==> src/rtl/bus_buf_pkg.sv <==
// ---------------------------------------------------------------------------
// bus_buf_pkg
// Shared definitions for the bidirectional bus buffer:
//   - occupancy states of each FIFO
//   - bit positions in the sticky error vector (used when BUS_BUF_ERR_EN is set)
//   - cnt_w(): width of an occupancy count able to hold the value DEPTH
// ---------------------------------------------------------------------------
package bus_buf_pkg;

    typedef enum logic [1:0] {
        OCC_EMPTY    = 2'd0,
        OCC_NONEMPTY = 2'd1,
        OCC_FULL     = 2'd2
    } occ_state_e;

    localparam int ERR_IN_OVF  = 0;
    localparam int ERR_IN_UNF  = 1;
    localparam int ERR_OUT_OVF = 2;
    localparam int ERR_OUT_UNF = 3;

    // A count must represent 0..DEPTH inclusive, hence one bit beyond the pointer.
    function automatic int cnt_w(input int depth);
        return $clog2(depth) + 1;
    endfunction

endpackage

==> src/rtl/bus_buf_fifo.sv <==
// ---------------------------------------------------------------------------
// bus_buf_fifo
// Single-clock show-ahead FIFO used for each direction of the bus buffer.
// Ports:
//   clk, rst      clock (rising edge), asynchronous active-low reset
//   i_push, i_din push request and data (dropped when full unless popping)
//   i_pop         pop request (ignored when empty)
//   o_head        head word, 0 while empty
//   o_full/o_empty/o_count  registered occupancy status
//   o_ovf/o_unf   single-cycle pulses for a dropped push / ignored pop
// Parameters: DATA_W data width, DEPTH entries (power of two, >= 2).
// ---------------------------------------------------------------------------
module bus_buf_fifo
    import bus_buf_pkg::*;
#(
    parameter int DATA_W = 8,
    parameter int DEPTH  = 4
) (
    input  logic                      clk,
    input  logic                      rst,
    input  logic                      i_push,
    input  logic                      i_pop,
    input  logic [DATA_W-1:0]         i_din,
    output logic [DATA_W-1:0]         o_head,
    output logic                      o_full,
    output logic                      o_empty,
    output logic [cnt_w(DEPTH)-1:0]   o_count,
    output logic                      o_ovf,
    output logic                      o_unf
);

    localparam int AW = $clog2(DEPTH);
    localparam int CW = cnt_w(DEPTH);

    logic [DATA_W-1:0] r_mem [DEPTH];
    logic [AW-1:0]     r_wrPtr;
    logic [AW-1:0]     r_rdPtr;
    logic [CW-1:0]     r_count;
    occ_state_e        r_state;
    occ_state_e        w_stateNext;
    logic [CW-1:0]     w_countNext;
    logic              w_empty;
    logic              w_full;
    logic              w_doPush;
    logic              w_doPop;

    assign w_empty = (r_state == OCC_EMPTY);
    assign w_full  = (r_state == OCC_FULL);

    // A pop frees a slot in the same edge, so a full FIFO still accepts a
    // push that coincides with a pop; an empty FIFO never pops.
    assign w_doPop  = i_pop & ~w_empty;
    assign w_doPush = i_push & (~w_full | w_doPop);

    assign o_ovf = i_push & ~w_doPush;
    assign o_unf = i_pop & w_empty;

    assign w_countNext = r_count + CW'(w_doPush) - CW'(w_doPop);

    // Storage is deliberately left out of reset.
    always_ff @(posedge clk) begin
        if (w_doPush) begin
            r_mem[r_wrPtr] <= i_din;
        end
    end

    always_ff @(posedge clk or negedge rst) begin
        if (!rst) begin
            r_wrPtr <= '0;
            r_rdPtr <= '0;
            r_count <= '0;
            r_state <= OCC_EMPTY;
        end else begin
            if (w_doPush) begin
                r_wrPtr <= r_wrPtr + AW'(1);
            end
            if (w_doPop) begin
                r_rdPtr <= r_rdPtr + AW'(1);
            end
            r_count <= w_countNext;
            r_state <= w_stateNext;
        end
    end

    // Occupancy state follows the count that will be registered this edge,
    // so flags never depend combinationally on the strobes.
    always_comb begin
        w_stateNext = r_state;
        if (w_countNext == '0) begin
            w_stateNext = OCC_EMPTY;
        end else if (w_countNext == CW'(DEPTH)) begin
            w_stateNext = OCC_FULL;
        end else begin
            w_stateNext = OCC_NONEMPTY;
        end
    end

    assign o_head  = w_empty ? '0 : r_mem[r_rdPtr];
    assign o_full  = w_full;
    assign o_empty = w_empty;
    assign o_count = r_count;

endmodule

==> src/rtl/bus_buffer_fifo.sv <==
// ---------------------------------------------------------------------------
// bus_buffer_fifo
// Bidirectional data-bus buffer: an inbound FIFO (external -> internal) and
// an outbound FIFO (internal -> external). Tri-states stay outside; this
// block only exports data and output-enable signals.
// Ports:
//   clk, rst                 clock, asynchronous active-low reset
//   ext_din/ext_wr           external write into the inbound FIFO
//   ext_dout/ext_rd/ext_oe   external read from the outbound FIFO
//   int_din/int_wr           internal write into the outbound FIFO
//   int_dout/int_rd/int_oe   internal read from the inbound FIFO
//   in_/out_ full, empty, count   FIFO status
//   err[3:0], err_clr        sticky error flags (only with BUS_BUF_ERR_EN)
// Optional macro: BUS_BUF_ERR_EN adds the sticky error flags.
// Parameters: DATA_W bus width, DEPTH entries per FIFO.
// ---------------------------------------------------------------------------
module bus_buffer_fifo
    import bus_buf_pkg::*;
#(
    parameter int DATA_W = 8,
    parameter int DEPTH  = 4
) (
    input  logic                      clk,
    input  logic                      rst,
    input  logic [DATA_W-1:0]         ext_din,
    output logic [DATA_W-1:0]         ext_dout,
    output logic                      ext_oe,
    input  logic                      ext_wr,
    input  logic                      ext_rd,
    input  logic [DATA_W-1:0]         int_din,
    output logic [DATA_W-1:0]         int_dout,
    output logic                      int_oe,
    input  logic                      int_wr,
    input  logic                      int_rd,
    output logic                      in_full,
    output logic                      in_empty,
    output logic                      out_full,
    output logic                      out_empty,
    output logic [cnt_w(DEPTH)-1:0]   in_count,
`ifdef BUS_BUF_ERR_EN
    output logic [cnt_w(DEPTH)-1:0]   out_count,
    input  logic                      err_clr,
    output logic [3:0]                err
`else
    output logic [cnt_w(DEPTH)-1:0]   out_count
`endif
);

    logic       w_extCont;
    logic       w_intCont;
    logic       w_inPush;
    logic       w_inPop;
    logic       w_outPush;
    logic       w_outPop;
    logic       w_inOvf;
    logic       w_inUnf;
    logic       w_outOvf;
    logic       w_outUnf;
    logic [3:0] w_errSet;

    // Each side is half-duplex: a write and read together on one side is
    // contention and neither strobe reaches its FIFO.
    assign w_extCont = ext_wr & ext_rd;
    assign w_intCont = int_wr & int_rd;

    assign w_inPush  = ext_wr & ~ext_rd;
    assign w_inPop   = int_rd & ~int_wr;
    assign w_outPush = int_wr & ~int_rd;
    assign w_outPop  = ext_rd & ~ext_wr;

    bus_buf_fifo #(
        .DATA_W (DATA_W),
        .DEPTH  (DEPTH)
    ) u_inFifo (
        .clk     (clk),
        .rst     (rst),
        .i_push  (w_inPush),
        .i_pop   (w_inPop),
        .i_din   (ext_din),
        .o_head  (int_dout),
        .o_full  (in_full),
        .o_empty (in_empty),
        .o_count (in_count),
        .o_ovf   (w_inOvf),
        .o_unf   (w_inUnf)
    );

    bus_buf_fifo #(
        .DATA_W (DATA_W),
        .DEPTH  (DEPTH)
    ) u_outFifo (
        .clk     (clk),
        .rst     (rst),
        .i_push  (w_outPush),
        .i_pop   (w_outPop),
        .i_din   (int_din),
        .o_head  (ext_dout),
        .o_full  (out_full),
        .o_empty (out_empty),
        .o_count (out_count),
        .o_ovf   (w_outOvf),
        .o_unf   (w_outUnf)
    );

    // The enable is the pop condition itself, so the bus is only driven
    // while a word is really being handed over.
    assign int_oe = w_inPop & ~in_empty;
    assign ext_oe = w_outPop & ~out_empty;

    // Contention is reported on the underflow bit of the side it occurred on.
    always_comb begin
        w_errSet              = '0;
        w_errSet[ERR_IN_OVF]  = w_inOvf;
        w_errSet[ERR_IN_UNF]  = w_inUnf | w_intCont;
        w_errSet[ERR_OUT_OVF] = w_outOvf;
        w_errSet[ERR_OUT_UNF] = w_outUnf | w_extCont;
    end

`ifdef BUS_BUF_ERR_EN
    logic [3:0] r_err;

    // A new event in the clearing cycle survives the clear.
    always_ff @(posedge clk or negedge rst) begin
        if (!rst) begin
            r_err <= '0;
        end else begin
            r_err <= (err_clr ? 4'b0000 : r_err) | w_errSet;
        end
    end

    assign err = r_err;
`else
    logic w_unusedErrSet;
    assign w_unusedErrSet = ^w_errSet;
`endif

endmodule

==> config.mk <==
export PLATFORM = sky130hd
export DESIGN_NAME = bus_buffer_fifo
export DESIGN_NICKNAME = d
export VERILOG_FILES = /design/src/rtl/bus_buf_pkg.sv /design/src/rtl/bus_buf_fifo.sv /design/src/rtl/bus_buffer_fifo.sv
export SDC_FILE = /design/constraint.sdc
export NUM_CORES = 1
export LEC_CHECK = 0
export BUFFER_PORTS_ARGS = -buffer_cell sky130_fd_sc_hd__clkbuf_2
export CAP_MARGIN = 0
export CORE_MARGIN = 2
export CORE_UTILIZATION = 35
export CTS_BUF_LIST = sky130_fd_sc_hd__clkbuf_8
export CTS_CLUSTER_DIAMETER = 100
export DETAILED_ROUTE_END_ITERATION = 6
export PLACE_DENSITY = 0.6
export SYNTH_ARGS = -nofsm -noshare
export SYNTH_HDL_FRONTEND = slang
export SYNTH_SLANG_ARGS = --single-unit
==> constraint.sdc <==
create_clock -name clk -period 2.55 [get_ports clk]
set_input_delay 0.6375 -clock clk [delete_from_list [all_inputs] [get_ports clk]]
set_output_delay 0.6375 -clock clk [all_outputs]
set_load 0.1 [all_outputs]
# --- Word level (Yosys, flattened, before mapping) ---
# Memory sizes are Yosys's and may differ from the RTL's.
# Index checks and enable logic that the tools add are counted.
op_classes:
  n_mul: 0
  add_sub_neg: 8
  eq_ne: 4
  order_cmp: 0
  muxes: 10
  div: 0
  reduce_logical: 4
  n_shift: 0
  bitwise_logic: 18
ops:
  columns: ["op", "n"]
  rows:
  - ["8-bit two-way mux", 2]
  - ["2-bit by 1-bit adder with 2-bit output (second input constant)", 4]
  - ["1-bit AND", 8]
  - ["2-bit two-way mux", 4]
  - ["1-bit NOT", 8]
  - ["3-bit by 1-bit adder with 3-bit output", 2]
  - ["3-bit equality test (second input constant)", 2]
  - ["3-bit logical NOT", 2]
  - ["3-bit by 1-bit subtractor with 3-bit output", 2]
  - ["2-bit equality test (second input constant)", 2]
  - ["2-bit logical NOT", 2]
  - ["1-bit two-way mux", 4]
  - ["1-bit OR", 2]
totals:
  memories: 2
  out_inout_bits: 28
  latchBits: 0
  wordCells: 54
  ramBits: 64
  mem_bits_ro: 0
  reg_bits: 18
  in_bits: 22
mem_list:
  columns: ["name", "words", "width", "read_ports", "rd_clocked_by_memory_dff", "wr", "line_no", "rtl"]
  rows:
  - ["u_inFifo.r_mem", 4, 8, 1, 0, 1, "bus_buf_fifo.sv:35", "logic [DATA_W-1:0] r_mem [DEPTH];"]
  - ["u_outFifo.r_mem", 4, 8, 1, 0, 1, "bus_buf_fifo.sv:35", null]

# --- Longest topological paths before layout ---
# Gate-level depths: netlist (run 1).
logic_depth:
  depth_word: 10
  mapped_depth: 11

# --- Hierarchy ---
# Synthesis (run 1) repeated with hierarchy kept, for this count alone.
unflattened:
  hier_cells: 234
  area_unflattened_um2: 3681.0
modules_own_cells:
  columns: ["module", "cells_each", "instances", "area_per_inst_um2", "seq_area_each_um2"]
  rows:
  - ["bus_buf_fifo", 114, 2, 1813.0, 1186.1]
  - ["bus_buffer_fifo", 6, 1, 55.1, 0.0]

# --- Worst setup path after synthesis (run 1) ---
# OpenSTA, ideal clock, no wires.
synth_path:
  path_type: "input-to-reg"
  startpoint: "input port int_wr"
  endpoint: "register u_inFifo.r_state[1]"
  arrival_ns: 3.138
  cell_stages: 10
  setup_slack_ns: -0.706
  n_path_buf: 0
  setup_time_ns: 0.118
  required_ns: 2.432
  path_cell_list: "nand2b_1 nor2_2 ha_1 inv_1 ha_1 inv_1 fa_1 xnor2_1 xnor2_1 nor2b_1"
synth_between:
  elab_chain_cells: 10
  word_cells_on_any_way: 11
  cone_classes: "add/sub: 2; eq/ne: 1; mux: 2; bitwise: 5; reduce/logical: 1"
synth_lines:
  columns: ["element", "line_no", "rtl"]
  rows:
  - ["start: declaration", "bus_buffer_fifo.sv:33", "input logic int_wr,"]
  - ["1-bit NOT (*)", "bus_buffer_fifo.sv:67", "assign w_inPop = int_rd & ~int_wr;"]
  - ["1-bit AND (*)", "bus_buffer_fifo.sv:67", null]
  - ["1-bit AND (*)", null, null]
  - ["named net int_oe", "bus_buffer_fifo.sv:32", "output logic int_oe,"]
  - ["1-bit OR", "bus_buf_fifo.sv:53", "assign w_doPush = i_push & (~w_full | w_doPop);"]
  - ["1-bit AND", "bus_buf_fifo.sv:53", null]
  - ["3-bit by 1-bit adder with 3-bit output", "bus_buf_fifo.sv:58", "assign w_countNext = r_count + CW'(w_doPush) - CW'(w_doPop);"]
  - ["3-bit by 1-bit subtractor with 3-bit output (*)", "bus_buf_fifo.sv:58", null]
  - ["named net u_inFifo.w_countNext[2]", "bus_buf_fifo.sv:41", "logic [CW-1:0] w_countNext;"]
  - ["3-bit equality test", "bus_buf_fifo.sv:91", "end else if (w_countNext == CW'(DEPTH)) begin"]
  - ["2-bit two-way mux", "bus_buf_fifo.sv:91", null]
  - ["2-bit two-way mux (*)", "bus_buf_fifo.sv:89", "if (w_countNext == '0) begin"]
  - ["named net u_inFifo.w_stateNext[1]", "bus_buf_fifo.sv:40", "occ_state_e w_stateNext;"]
  - ["end signal: assignment", "bus_buf_fifo.sv:81", "r_state <= w_stateNext;"]
  - ["end: declaration", "bus_buf_fifo.sv:39", "occ_state_e r_state;"]
# Mark *: on every way through the listed nets, which the timed path passes. The rest lies on a longest branch.
# A chain may end at the register's enable or synchronous reset.

# --- Final worst setup path (run 1) ---
layout_path:
  startpoint: "register u_outFifo.r_rdPtr[0]"
  endpoint: "output port ext_dout[3]"
layout_between:
  elab_chain_cells: 2
layout_lines:
  columns: ["element", "line_no", "rtl"]
  rows:
  - ["start: declaration", "bus_buf_fifo.sv:37", "logic [AW-1:0] r_rdPtr;"]
  - ["start signal: assignment", "bus_buf_fifo.sv:78", "r_rdPtr <= r_rdPtr + AW'(1);"]
  - ["memory read 4 x 8 bit", null, null]
  - ["8-bit two-way mux", "bus_buf_fifo.sv:98", "assign o_head = w_empty ? '0 : r_mem[r_rdPtr];"]
  - ["end: declaration", "bus_buffer_fifo.sv:26", "output logic [DATA_W-1:0] ext_dout,"]
# Every way passes these cells.

==> flow_summary.yaml, run 1 <==
run_status:
  outcome: "complete, no violations"
clock_tree:
  htreeDepth: 3
  cts_made_buffers: 9
  cts_buffer_depth: 2
  clk_root_buffer_cell: "clkbuf_8"
  path_clk_slew_ps: 80
  cts_num_sinks: 82
  clock_latency_ps: 350
  cts_hold_buffers: 0
  cts_tree: "yes"
synth:
  synth_fp_nets: 220
  synthDominantCellAreaShare_pct: 54.16
  yosysMostFrequentCell: "edfxtp_1"
  synth-edff-count: 64
  async_reset_ff_share_pct: 21.95
  synth_common_cells: "edfxtp_1, dfrtp_1, mux4_2, nor2b_4"
  synth-seq-cells: 82
  synth_flop_cell: "edfxtp_1"
  seq_area_frac_synth_pct: 66.85
  yosys_warnings: 0
  synth.avg_cell_area_um2: 19.28
  synth.area.top_cells: "edfxtp_1, dfrtp_1, mux4_2"
  syn_inst: 184
  syn-cell-area_um2: 3548
  yosysUniqueCellTypes: 22
  synth_top_area_cell: "edfxtp_1"
timing:
  fmax_mhz: 406.5
  min_period_ps: 2460
  tightestPinTransition_ps: 545.5
  slew_violations: 0
  finClkSkew_ps: 5.139
  final-hold-violation-count: 0
  setup_ws_ps: 90.09
  max_slew_margin_pct: 63.79
  period_share_pct: 96.47
  setup_violations: 0
worst_setup_path:
  reg2reg_from: "u_inFifo.r_state[1]"
  cp_max_fo: 6
  crit_path_start: "u_outFifo.r_rdPtr[0]"
  setup.worst_path.start_class: "flip-flop"
  worstSetupEndpoint: "ext_dout[3]"
  r2r_cells: 10
  reg2reg_slack_ps: 560
  r2r-end: "u_inFifo.r_state[1]"
  worstPathRequired_ps: 1910
  critPathCaptureType: "output port"
  critPathArrivalTime_ps: 1820
  crit_type: "flip-flop to output port"
global_route:
  antenna_found_initial: 0
  grt_pass1_vias: 1813
  grtUsageTotal_pct: 11.23
  grt_pass1_wl_um: 9204
  grt_overflow: 0
  grt_start_max_net_pins: 19
detailed_routing:
  viasPerCell: 4.308
  drt-total-wl_um: 5684
  dr.pass1.iters: 4
  num_vias: 1663
  postRouteAntennaNets: 0
  wl_per_cell_um: 14.73
  drc: 0
  drt_iter0_markers: 57
floorplan:
  design.core.area_um2: 9819
  io_pins: 50
  die_h_um: 104.7
  start_util_pct: 36.14
  die_x_um: 104.7
  dieArea_um2: 10960
  row_count: 36
finish:
  final_util_pct: 44.56
  stdcell_area_um2: 4375
  final_layout_size_suffix_gt1_share_pct: 48.62
  area_growth_pct: 23.31
  diodes: 0
  fillers: 922
  nNetsFinal: 284
run:
  cap_violations: 0
place:
  hpwl_um: 3975
  placed_cell_area_um2: 4148
  gp_congestion: 0.7259
  port_buffers: 49
  dp_slack_ps: 172.5
worst_hold_path:
  min_path_type: "input port to async pin"
==> registers in the layout (all words and copies together), names as in the netlist <==
name               count
u_inFifo.r_mem        32
u_outFifo.r_mem       32
u_inFifo.o_count       3
u_outFifo.o_count      3
u_inFifo.r_rdPtr       2
u_inFifo.r_state       2
u_inFifo.r_wrPtr       2
u_outFifo.r_rdPtr      2
u_outFifo.r_state      2
u_outFifo.r_wrPtr      2
==> timing repair <==
item / 4_1_cts / 5_1_grt
resized for setup: 2 / 6
buffers inserted: 0 / 3
cloned: 0 / 0
setup endpoints to repair: 14 / 8
==> stage by stage <==
step / hold slack [ps] / std cells / setup TNS (ps)
after floorplan: 341.9 / 184 / -466.8
after global placement: 535.4 / 367 / 0
after detailed placement: 540.4 / 367 / 0
after CTS: 233.6 / 383 / 0
after global routing: 243.7 / 386 / -0.6171
final: 229.7 / 386 / 0
==> routing by layer <==
metal  part of all wire, %  routed length (µm)  track usage (%)  vias to the layer above
li1                      -                   -                -                      797
met1                    45                2561            14.10                      823
met2                    49                2798            17.79                       38
met3                   4.2                 238            3.556                        5
met4                   1.5                  87            5.143                        0
met5                     0                   0                0                        -
==> area by class of cell <==
| class | instances | area (µm²) | area share [%] |
|---|---|---|---|
| Timing Repair Buffer | 59 | 478.0 | 10.92 |
| Tap cell | 133 | 166.4 | 3.803 |
| Clock buffer | 9 | 123.9 | 2.831 |
| Clock inverter | 7 | 77.57 | 1.773 |
| Sequential cell | 82 | 2376 | 54.30 |
| Inverter | 12 | 45.04 | 1.029 |
| Multi-Input combinational cell | 84 | 1109 | 25.34 |
==> layout by cell type (no fill, tap or decap) <==
cell type   netlist  layout
edfxtp_1         64      64
clkbuf_2          2      31
mux4_2           16      16
nor2b_4          16      16
dfrtp_1          18      15
buf_4             2      13
inv_1            12      12
ha_1             12      12
buf_12            0      10
clkbuf_8          0       9
and2_1            8       8
xnor2_1           6       6
buf_2             0       5
nand2b_1          5       4
xor2_1            4       4
dfrtp_2           0       3
nor2b_2           2       2
nor2_2            2       2
nand2b_4          1       2
nor2_4            0       2
a21oi_4           2       2
nor2b_1           2       2
nor3b_2           2       2
mux2_1            2       2
clkinv_4          0       2
inv_6             0       2
fa_1              2       1
fa_2              0       1
bufinv_16         0       1
clkinv_2          0       1
clkinvlp_4        0       1
==> how the worst min path moves through the flow <==
| stage | slack, ps | from | depth (start not counted) | to |
|---|---|---|---|---|
| 2_1_floorplan | 340 | rst | 0 | u_inFifo.o_count[0] |
| 3_3_place_gp | 540 | u_inFifo.r_wrPtr[1] | 1 | u_inFifo.r_wrPtr[1] |
| 3_5_place_dp | 540 | u_inFifo.r_wrPtr[1] | 1 | u_inFifo.r_wrPtr[1] |
| 4_1_cts | 230 | rst | 1 | u_outFifo.r_state[0] |
| 5_1_grt | 240 | rst | 1 | u_outFifo.r_state[0] |
| 6_report | 230 | rst | 1 | u_outFifo.o_count[1] |
==> cell families (layout without fill, tap and decap cells) <==
| family | Yosys count | count (layout) | share of synthesized area (%) |
|---|---|---|---|
| buffers and inverters | 18 | 87 | 2.609 |
| multiplexers | 18 | 18 | 10.79 |
| AO/OA/AOI/OAI | 2 | 2 | 0.9168 |
| flip-flops | 82 | 82 | 66.85 |
| AND/OR/NAND/NOR | 40 | 40 | 11.00 |
| adder cells (fa/ha/maj) | 14 | 14 | 5.360 |
| XOR/XNOR | 10 | 10 | 2.468 |
==> worst max-delay path, stage by stage, from the launching register on <==
cell and delay (ps):
dfrtp_2 480, buf_12 140, mux4_2 480, nor2b_4 130, buf_4 230
Power of run 1 is not shown: default switching activity piles up to over one toggle a cycle in this logic, so the estimate is an artifact.
==> run 2: changes to the inputs <==
Settings changed: CTS_BUF_LIST sky130_fd_sc_hd__clkbuf_8 to default, SETUP_SLACK_MARGIN from default to 0.2, SKIP_LAST_GASP from default to 1.
==> run 2 against run 1 <==
Net effect:
- die area stayed put
- wire length is 0.53% higher
- count of clock-buffer cells in the layout stayed put
- via count is 0.42% higher
- critical path depth stayed put
==> flow_summary.yaml, run 2 (synthesis results as in run 1) <==
run_status:
  outcome: "complete, no violations"
floorplan:
  die_x_um: 104.7
  die_h_um: 104.7
  io_pins: 50
  start_util_pct: 36.14
  dieArea_um2: 10960
  design.core.area_um2: 9819
  row_count: 36
detailed_routing:
  dr.pass1.iters: 4
  drc: 0
  drt-total-wl_um: 5714
  viasPerCell: 4.349
  wl_per_cell_um: 14.88
  num_vias: 1670
  drt_iter0_markers: 35
  postRouteAntennaNets: 0
finish:
  ff_latch_area_um2: 2374
  diodes: 0
  nNetsFinal: 282
  fillers: 901
  final_layout_size_suffix_gt1_share_pct: 47.41
  reg.largest.list: "u_inFifo.r_mem x32, u_outFifo.r_mem x32"
  layout_commonest_cell: "edfxtp_1"
  multi_input_area_um2: 1111
  area_growth_pct: 25.88
  final_util_pct: 45.49
  final_cell_mix: "edfxtp_1, clkbuf_2, dfrtp_1"
  stdcell_area_um2: 4467
clock_tree:
  cts_num_sinks: 82
  path_clk_slew_ps: 80
  cts_made_buffers: 9
  clk_root_buffer_cell: "clkbuf_8"
  cts_hold_buffers: 0
  cts_buffer_depth: 2
  clock_latency_ps: 360
  cts_tree: "yes"
  htreeDepth: 3
timing:
  max_slew_margin_pct: 63.03
  fmax_mhz: 425.5
  final-hold-violation-count: 0
  finClkSkew_ps: 9.400
  rsz0062_at_grt: "yes"
  slew_violations: 0
  min_period_ps: 2350
  tightestPinTransition_ps: 556.9
  period_share_pct: 92.16
  setup_violations: 0
  setup_tns_ps: 0
worst_setup_path:
  crit_chain: "buf_8 -> mux4_2 -> nor2b_4 -> buf_12"
  reg2reg_from: "u_inFifo.r_state[1]"
  crit_path_top_delay_cell: "mux4_2"
  reg2reg_slack_ps: 570
  worstPathRequired_ps: 1910
  crit_path_start: "u_inFifo.r_rdPtr[0]"
  crit_type: "flip-flop to output port"
  critical_path.max_stage_delay_ps: 510
  worstSetupEndpoint: "int_dout[1]"
  critPathCaptureType: "output port"
  setup.worst_path.start_class: "flip-flop"
  cp_max_fo: 8
  r2r-end: "u_inFifo.r_state[1]"
  critPathArrivalTime_ps: 1710
  r2r_cells: 10
global_route:
  grt_overflow: 0
  grt_pass1_vias: 1757
  grt_start_max_net_pins: 19
  antenna_found_initial: 0
  grt_pass1_wl_um: 9501
  grtUsageTotal_pct: 11.74
run:
  cap_violations: 0
place:
  placed_cell_area_um2: 4193
  port_buffers: 49
  hpwl_um: 4080
  gp_congestion: 0.6926
worst_hold_path:
  min_path_type: "input port to async pin"
## run 2: changes by cell type in the layout (fill, tap and decap cells not counted)
| cell | delta |
|---|---|
| dfrtp_1 | +2 |
| buf_8 | +1 |
| fa_2 | +1 |
| clkinv_1 | +1 |
| clkbuf_4 | +1 |
| clkinv_2 | -1 |
| clkbuf_2 | -2 |
| buf_6 | +2 |
| buf_12 | +6 |
| dfrtp_2 | -2 |
| fa_1 | -1 |
| buf_2 | -5 |
| buf_4 | -5 |
## run 2: timing repair
| action | in CTS | in global routing |
|---|---|---|
| buffers inserted | 2 | 0 |
| setup endpoints to repair | 16 | 17 |
| gates resized for setup | 10 | 7 |
## run 2: layer usage
metal | GRT usage, % | vias to the layer above | part of all wire [%]
met5 | 0 | - | 0
li1 | - | 791 | -
met4 | 4.571 | 0 | 1.7
met1 | 15.01 | 838 | 44
met3 | 4.803 | 7 | 4.4
met2 | 17.88 | 34 | 50
## run 2: worst min-delay path by stage
stage | cells past startpoint | end | start | slack (ps)
5_1_grt | 1 | u_outFifo.o_count[1] | rst | 230
4_1_cts | 1 | u_outFifo.o_count[1] | rst | 220
2_1_floorplan | 0 | u_inFifo.o_count[0] | rst | 340
3_5_place_dp | 1 | u_inFifo.r_rdPtr[0] | u_inFifo.r_rdPtr[0] | 480
6_report | 1 | u_inFifo.r_wrPtr[1] | rst | 230
3_3_place_gp | 1 | u_inFifo.r_rdPtr[0] | u_inFifo.r_rdPtr[0] | 480
## run 2: final cells by class
class,count,share of cell area [%]
multi-input cells,84,24.87
clock buffers,9,2.773
clock inverters,7,1.709
inverters,12,1.008
well taps,133,3.726
repair buffers,57,12.77
flip-flops and latches,82,53.14
## run 2: worst max-delay path, delay by kind of cell, from the launching register on
family        cells  cell delay, ps
buf+inv           2             320
mux               1             510
simple gates      1             150
flops             1             380
## run 2: through the flow
step	worst slack [ps]	hold slack, ps	std cells
2_1_floorplan	-243.3	341.9	184
3_3_place_gp	205.8	482.9	366
3_5_place_dp	139.2	482.3	366
4_1_cts	160.4	221.7	384
5_1_grt	105.6	227.6	384
6_report	200.0	225.1	384
Power of run 2 is left out for the same reason.
==> run 3: changes to the inputs <==
--- a/config.mk
+++ b/config.mk
@@ -9,10 +9,9 @@
 export CAP_MARGIN = 0
 export CORE_MARGIN = 2
-export CORE_UTILIZATION = 35
+export CORE_UTILIZATION = 57
 export CTS_CLUSTER_DIAMETER = 100
 export DETAILED_ROUTE_END_ITERATION = 6
-export PLACE_DENSITY = 0.6
+export PLACE_DENSITY = 0.86
 export SETUP_SLACK_MARGIN = 0.2
-export SKIP_LAST_GASP = 1
 export SYNTH_ARGS = -nofsm -noshare
 export SYNTH_HDL_FRONTEND = slang
==> constraint.sdc (replaced) <==
create_clock -name clk -period 2.55 [get_ports clk]
set_input_delay 0.51 -clock clk [delete_from_list [all_inputs] [get_ports clk]]
set_output_delay 0.51 -clock clk [all_outputs]
set_load 0.1 [all_outputs]
==> run 3 against run 2 <==
Net effect:
- final cell count fell by 16%
- utilization is 24 points higher
- non-clock buffer count decreased by 2
- sequential share of layout area increased by 4.1 points
- via count is 3.1% higher
- clock skew decreased by 3.7 ps
- wire length shrank 1.9%
- largest cell class unchanged
- design area shrank 7.1%
- critical path type unchanged
- die area fell by 37%
- count of clock-buffer cells in the layout up 2
- critical path depth down 1
==> flow_summary.yaml, run 3 (synthesis results as in run 1) <==
finish:
  area_growth_pct: 16.93
  final_cell_mix: "edfxtp_1, clkbuf_2, mux4_2, nor2b_4, dfrtp_1"
  nNetsFinal: 280
  reg.largest.list: "u_inFifo.r_mem x32, u_outFifo.r_mem x32"
  layout_commonest_cell: "edfxtp_1"
  diodes: 0
  stdcell_count: 324
  fillers: 396
  final_layout_size_suffix_gt1_share_pct: 45.78
  stdcell_area_um2: 4149
clock_tree:
  clock_latency_ps: 340
  htreeDepth: 3
  path_clk_slew_ps: 70
  cts_num_sinks: 82
  cts_made_buffers: 9
  cts_buffer_depth: 2
  clk_root_buffer_cell: "clkbuf_8"
  cts_tree: "yes"
floorplan:
  dieArea_um2: 6872
  die_x_um: 82.90
  io_pins: 50
  die_h_um: 82.90
  start_util_pct: 59.58
  design.core.area_um2: 5956
  row_count: 28
worst_setup_path:
  setup.worst_path.start_class: "flip-flop"
  cpLargestDelayFamily: "multiplexers"
  crit_path_top_delay_cell: "mux4_2"
  r2r_cells: 10
  reg2reg_slack_ps: 570
  critPathArrivalTime_ps: 1790
  critical_path.max_stage_delay_ps: 520
  critPathCaptureType: "output port"
  cp_max_fo: 4
  crit_chain: "mux4_2 -> nor2b_4 -> clkbuf_2"
  crit_buf_inv: 1
  reg2reg_from: "u_inFifo.r_state[0]"
  worstPathRequired_ps: 2040
  r2r-end: "u_inFifo.r_state[1]"
  crit_type: "flip-flop to output port"
timing:
  period_share_pct: 90.28
  max_slew_margin_pct: 63.57
  tightestPinTransition_ps: 548.8
  fmax_mhz: 434.4
  final-hold-violation-count: 0
  setup_ws_ps: 247.9
  finClkSkew_ps: 5.700
  slew_violations: 0
  holdWs_ps: 109.1
  min_period_ps: 2302
  setup_violations: 0
  rsz0062_at_grt: "yes"
run_status:
  outcome: "complete, no violations"
global_route:
  grtUsageTotal_pct: 17.94
  grt_pass1_wl_um: 9301
  top_usage_layer: "met2"
  grt_start_max_net_pins: 19
  gr-usage-met2_pct: 29.18
  gr-usage-met1_pct: 22.58
  grt_overflow: 0
  antenna_found_initial: 0
  grt_use_met3_pct: 4.970
  grt_pass1_vias: 1893
detailed_routing:
  drc: 0
  num_vias: 1721
  postRouteAntennaNets: 0
  dr.pass1.iters: 4
  drt-total-wl_um: 5607
  wl_per_cell_um: 17.31
  drt_iter0_markers: 67
  viasPerCell: 5.312
place:
  dp_slack_ps: 279.9
  placed_cells: 308
  placed_cell_area_um2: 3913
  hpwl_um: 4059
  gp_congestion: 0.7015
  port_buffers: 49
run:
  cap_violations: 0
worst_hold_path:
  min_path_type: "input port to async pin"
-- run 3: cell types whose count changed in the layout (fill, tap and decap cells not counted), moves of 4 or more --
cell and delta:
clkbuf_2 +6, buf_4 +4, clkbuf_8 +5, buf_12 -16
-- run 3: what timing repair did --
action,CTS,global route
hold buffers,0,0
setup buffers,0,0
endpoints found under the hold margin,0,0
resized for setup,21,12
setup endpoints to repair,15,14
-- run 3: per-stage QoR --
step,util (%),setup TNS [ps]
4_1_cts,69.50,0
3_3_place_gp,65.69,0
6_report,69.66,0
3_5_place_dp,65.69,0
5_1_grt,69.66,0
2_1_floorplan,-,-117.0
-- run 3: worst max path at each step --
stage | startpoint | to | slack [ps] | cells after the start
floorplan | int_wr | u_inFifo.r_state[1] | -120 | 10
global placement | int_wr | u_inFifo.r_state[1] | 340 | 11
detailed placement | int_wr | u_inFifo.r_state[1] | 280 | 11
CTS | u_inFifo.r_rdPtr[0] | int_dout[5] | 160 | 4
global route | u_inFifo.r_rdPtr[0] | int_dout[2] | 200 | 3
finish | u_inFifo.r_rdPtr[0] | int_dout[2] | 250 | 3
-- run 3: cell type report --
type                            count  area, µm²  share of cell area, %
Sequential cell                    82       2375                  57.24
Clock buffer                       11      131.4                  3.166
Tap cell                           75      93.84                  2.262
Clock inverter                      5      21.27                 0.5127
Inverter                           12      45.04                  1.086
Multi-Input combinational cell     84       1111                  26.78
Timing Repair Buffer               55      371.6                  8.957
-- run 3: routing by layer --
| metal | vias up | share of wire, % |
|---|---|---|
| met1 | 880 | 40 |
| met5 | - | 0 |
| met2 | 45 | 53 |
| met4 | 0 | 1.6 |
| met3 | 8 | 5.0 |
| li1 | 788 | - |
Power of run 3 is left out for the same reason.
